$ cat src/rtl/mfm_bit_assembler.sv
// MFM cell shifter, A1/C2 sync-mark aligner and byte deframer behind the DPLL.
// Define MFM_ASM_CRC_EN to add the running CRC-CCITT outputs oCRC/oCRC_OK.
module mfm_bit_assembler #(
  parameter logic [15:0] SYNC_A = 16'h4489,
  parameter logic [15:0] SYNC_C = 16'h5224
) (
  input  logic        iCLK,
  input  logic        iRSTn,
  input  logic        iRCLK,
  input  logic        iRAWR,
  input  logic        iSEARCH,
  output logic [7:0]  oDATA,
  output logic        oDRDY,
  output logic        oMARK,
  output logic        oLOCK,
  output logic        oCELLERR
`ifdef MFM_ASM_CRC_EN
  ,
  output logic [15:0] oCRC,
  output logic        oCRC_OK
`endif
);

  typedef enum logic {
    HUNT   = 1'b0,
    LOCKED = 1'b1
  } state_t;

  state_t      r_state;
  logic        r_rclk_q;
  logic        r_pend;
  logic        r_edge_d;
  logic [15:0] r_raw;
  logic [3:0]  r_cnt;

  logic        w_edge;
  logic        w_match;
  logic        w_emit_mk;
  logic        w_emit_dt;
  logic [7:0]  w_dec;

  assign w_edge = iRCLK ^ r_rclk_q;

  assign w_match = r_edge_d &
                   ((r_raw == SYNC_A) | (r_raw == SYNC_C));

  assign w_emit_mk = iSEARCH & w_match;

  assign w_emit_dt = iSEARCH & r_edge_d & ~w_match &
                     (r_state == LOCKED) & (r_cnt == 4'd15);

  assign oLOCK = (r_state == LOCKED);

  // data cells sit at the even positions, raw[14] is the byte MSB
  always_comb begin
    w_dec = '0;
    for (int i = 0; i < 8; i++) begin
      w_dec[i] = r_raw[2*i];
    end
  end

  // a pulse coinciding with an edge belongs to the next cell
  always_ff @(posedge iCLK or negedge iRSTn) begin
    if (!iRSTn) begin
      r_rclk_q <= 1'b0;
      r_pend   <= 1'b0;
      r_raw    <= '0;
      r_edge_d <= 1'b0;
    end else begin
      r_rclk_q <= iRCLK;
      r_edge_d <= w_edge;
      if (w_edge) begin
        r_raw  <= {r_raw[14:0], r_pend};
        r_pend <= iRAWR;
      end else if (iRAWR) begin
        r_pend <= 1'b1;
      end
    end
  end

  always_ff @(posedge iCLK or negedge iRSTn) begin
    if (!iRSTn) begin
      r_state  <= HUNT;
      r_cnt    <= '0;
      oDATA    <= '0;
      oDRDY    <= 1'b0;
      oMARK    <= 1'b0;
      oCELLERR <= 1'b0;
    end else begin
      oDRDY    <= 1'b0;
      oCELLERR <= 1'b0;
      if (!iSEARCH) begin
        r_state <= HUNT;
        r_cnt   <= '0;
      end else if (w_match) begin
        r_state <= LOCKED;
        r_cnt   <= '0;
        oDATA   <= w_dec;
        oMARK   <= 1'b1;
        oDRDY   <= 1'b1;
      end else if (r_edge_d && r_state == LOCKED) begin
        r_cnt <= r_cnt + 4'd1;
        if (w_emit_dt) begin
          oDATA <= w_dec;
          oMARK <= 1'b0;
          oDRDY <= 1'b1;
        end
        if (r_raw[1:0] == 2'b11) begin
          oCELLERR <= 1'b1;
        end
      end
    end
  end

`ifdef MFM_ASM_CRC_EN
  function automatic logic [15:0] f_crc8(
    input logic [15:0] c,
    input logic [7:0]  d
  );
    logic [15:0] r;
    r = c;
    for (int i = 7; i >= 0; i--) begin
      if (r[15] ^ d[i]) r = {r[14:0], 1'b0} ^ 16'h1021;
      else              r = {r[14:0], 1'b0};
    end
    return r;
  endfunction

  logic [15:0] r_crc;
  logic        r_crc_pre;
  logic        r_last_mark;

  // the first mark of a run restarts the CRC; later marks accumulate
  always_ff @(posedge iCLK or negedge iRSTn) begin
    if (!iRSTn) begin
      r_crc       <= 16'hFFFF;
      r_crc_pre   <= 1'b0;
      r_last_mark <= 1'b0;
    end else begin
      if (oDRDY) begin
        r_crc <= f_crc8(r_crc_pre ? 16'hFFFF : r_crc, oDATA);
      end
      if (w_emit_mk) begin
        r_crc_pre   <= (r_state == HUNT) | ~r_last_mark;
        r_last_mark <= 1'b1;
      end else if (w_emit_dt) begin
        r_crc_pre   <= 1'b0;
        r_last_mark <= 1'b0;
      end
    end
  end

  assign oCRC    = r_crc;
  assign oCRC_OK = (r_crc == 16'h0000);
`endif

endmodule

$ cat config.mk
export PLATFORM = sky130hd
export DESIGN_NAME = mfm_bit_assembler
export DESIGN_NICKNAME = d
export VERILOG_FILES = /design/src/rtl/mfm_bit_assembler.sv
export SDC_FILE = /design/constraint.sdc
export NUM_CORES = 1
export LEC_CHECK = 0
export ABC_AREA = 1
export BUFFER_PORTS_ARGS = -buffer_cell sky130_fd_sc_hd__buf_2
export CAP_MARGIN = 40
export CELL_PAD_IN_SITES_DETAIL_PLACEMENT = 1
export CELL_PAD_IN_SITES_GLOBAL_PLACEMENT = 1
export CORE_MARGIN = 8
export CORE_UTILIZATION = 46
export DETAILED_ROUTE_END_ITERATION = 7
export PLACE_DENSITY = 0.8
export SLEW_MARGIN = 10
export SYNTH_ARGS = -nofsm -noshare
export SYNTH_HDL_FRONTEND = slang
export SYNTH_SLANG_ARGS = --single-unit
$ cat constraint.sdc
create_clock -name iCLK -period 3.1 [get_ports iCLK]
set_input_delay 0.155 -clock iCLK [delete_from_list [all_inputs] [get_ports iCLK]]
set_output_delay 0.155 -clock iCLK [all_outputs]
set_load 0.01 [all_outputs]
==> impl_metrics.toml <==
[status]
status = "finished, final reports clean"

[pwr]
p_per_area_nw_per_um2 = 582
combinationalPowerShare_pct = 17.0
p_leak_nw = 0.900
p_switching_w = 0.000308
clock_power_share_pct = 22.4
p_seq_share_pct = 60.6
swShare_pct = 31.8
p_int_w = 0.000662
ir_worst_vdd_uv = 315

[clocking]
ctsRootBufferMaster = "clkbuf_4"
cts_tree = "done"
ctsResizeCount = 0
post_cts_buffers = 0
clk_pin_slew_ns = 0.09
clock_sinks = 35
cts_buffer_depth = 2
clk_latency_ns = 0.33
cts-buffers-inserted = 5
h-tree-depth = 2

[setup_path]
critical_path.slowest_cell = "dfrtp_1"
cpMostUsedCell = "nand2_1"
crit_path_cell_trace = "ha_1 -> inv_1 -> nor3_1 -> nand2_1 -> nand2_4 -> nand2_4 -> nand2_1 -> nand2_1"
timing.rr.end = "oDATA[7]$_DFFE_PN0P_"
rrSetupSlack_ns = 1.55
crit_arrival_ns = 1.78
r2r_cells = 8
cp-end-kind = "register"
worstSetupPathType = "register to register"
slowest_delay_ns = 0.42
r2r-start = "r_cnt[0]$_DFFE_PN0P_"
startpoint_type = "register"
worst-path-max-fanout = 10
cp.required_ns = 3.33

[floorplanning]
core_um2 = 3080
rows = 20
die_h_um = 72.9
start_util_pct = 48.3
die-area_um2 = 5310
ios = 17
die_w_um = 72.9

[sta]
tns_ns = 0
relSlewSlack_pct = 48.7
timing.final.crit_share_pct = 50.0
fmax_mhz = 646
setup_viol = 0
report.final.slew_viol_count = 0
period_needed_ns = 1.55
rsz0062_at_grt = "no"
skew_ns = 0.00905
setup_ws_ns = 1.55
tightest_slew_ns = 0.770
hold_viol_final = 0

[logic_synthesis]
synth_area_leaders = "dfrtp_1 59%, nand2_1 12%, inv_1 5.3%, nand3_1 4.4%, o21ai_0 4.4%"
ys_types = 19
synth_fp_nets = 173
synth-compound-area-share_pct = 6.22
synth_seq_area_share_pct = 58.9
synth_adder_area_share_pct = 0.841
synth_top_area_share_pct = 58.9
synth_mux_area_share_pct = 0
synth_xor_area_share_pct = 1.68
yosys_register_bits = 35
netlist_instances = 167
synth_area_leader_cell = "dfrtp_1"
synth_warnings = 0
synthSimpleGateAreaFrac_pct = 25.2
synth_top_family_by_area = "simple AND/OR/NAND/NOR gates"
synth_area_per_cell_um2 = 8.91
syn-cell-area_um2 = 1490

[drt]
drc = 0
finalWirelength_um = 3230
wl_per_cell_um = 14.0
vias_per_cell = 4.99
vias = 1152
drt_iter0_markers = 33
antenna_left = 0
firstDrtPassIters = 4

[grt]
grt_pass1_wl_um = 5690
grt_pass1_vias = 1223
grt_max_degree = 36
gr-total-overflow = 0
antenna_found_initial = 0
grt.total_usage_pct = 13.8

[finish]
final_cell_mix = "48 x nand2_1, 35 x dfrtp_1, 21 x inv_1"
reg_top3 = "r_raw (16), oDATA (8), r_cnt (4)"
nets = 194
layout_commonest_cell = "nand2_1"
regMostFlops = "r_raw"
largest_register_ffs = 16
utilization_pct = 54.2
drive_gt1_share_pct = 15.5
diodes = 0
stdcell_count = 231
syn_to_final_growth_pct = 12.1

[placement]
dp_hpwl_um = 2450
dp_cells = 223
portBuffers = 16
dp_slack_ns = 1.54
place.gp.congestion = 0.813

[min_path]
worstHoldStart = "iRAWR"
hold_end = "r_pend$_DFFE_PN0P_"
hp-class = "input port to register"
hold_depth = 2

[run]
maxCapViolCount = 0
synthesized netlist by cell type:
library cell  number
o21ai_0           13
a21oi_1            1
nand2_4            3
nor2_1            10
nand3_1           13
inv_1             21
o21ai_1            3
nor3_1             3
inv_2              1
buf_1              1
nand2_2            2
nand2_1           48
o21bai_1           1
dfrtp_1           35
nand4_1            5
ha_1               1
buf_2              4
xor2_2             1
xnor2_1            1
worst max path at each step:
stage | slack (ns) | from | to | cells after the start
global placement | 1.71 | r_raw[10]$_DFFE_PN0N_ | oDATA[5]$_DFFE_PN0P_ | 10
floorplan | 1.81 | r_cnt[0]$_DFFE_PN0P_ | oMARK$_DFFE_PN0P_ | 8
CTS | 1.53 | r_cnt[0]$_DFFE_PN0P_ | oDATA[7]$_DFFE_PN0P_ | 8
detailed placement | 1.54 | r_cnt[0]$_DFFE_PN0P_ | oDATA[7]$_DFFE_PN0P_ | 8
global route | 1.39 | r_cnt[0]$_DFFE_PN0P_ | oDATA[0]$_DFFE_PN0P_ | 8
finish | 1.55 | r_cnt[0]$_DFFE_PN0P_ | oDATA[7]$_DFFE_PN0P_ | 8
layout make-up:
type,count,area [um^2]
Clock buffer,6,41.3
Fill cell,373,1410
Inverter,22,82.6
Multi-Input combinational cell,105,505
Sequential cell,35,876
Tap cell,44,55.1
Timing Repair Buffer,19,108
routing by layer:
layer	wire [um]	GRT usage (%)
met5	0	0
met4	49	5.33
met1	1420	15.9
met2	1610	22.9
met3	148	4.81
logic make-up after synthesis:
kind of cell / Yosys count
xor gates and xnor gates: 2
and+or+nand+nor: 84
adders and majority gates: 1
DFF: 35
buffers and inverters: 27
AOI/OAI and AO/OA: 18
power by group through the flow:
stage	clock, W	sequential, W	combinational (W)
2_1_floorplan	0	0.000575	0.000120
3_3_place_gp	0	0.000591	0.000155
3_5_place_dp	0	0.000597	0.000167
4_1_cts	0.000224	0.000589	0.000170
5_1_grt	0.000233	0.000600	0.000194
6_report	0.000218	0.000588	0.000165
per-stage QoR:
step / power (W) / cell area, um^2 / hold slack [ns]
floorplan: 0.000695 / 1490 / -0.141
global placement: 0.000746 / 1610 / 0.260
detailed placement: 0.000765 / 1610 / 0.273
CTS: 0.000983 / 1670 / 0.0170
global route: 0.00103 / 1670 / 0.0240
finish: 0.000970 / 1670 / 0.0245
worst max-delay path: cells and delay by family, from the launching register on:
| family | cells | cell delay, ns |
|---|---|---|
| adders and majority gates | 1 | 0.17 |
| buffers and inverters | 1 | 0.05 |
| and+or+nand+nor | 6 | 0.81 |
| DFF | 1 | 0.42 |
repair_timing:
item / 4_1_cts / 5_1_grt
endpoints found under the hold margin: 36 / 0
hold buffers: 2 / 0
endpoints found under the setup margin: 0 / 0
Note: power is estimated with default switching activity, not from simulation.
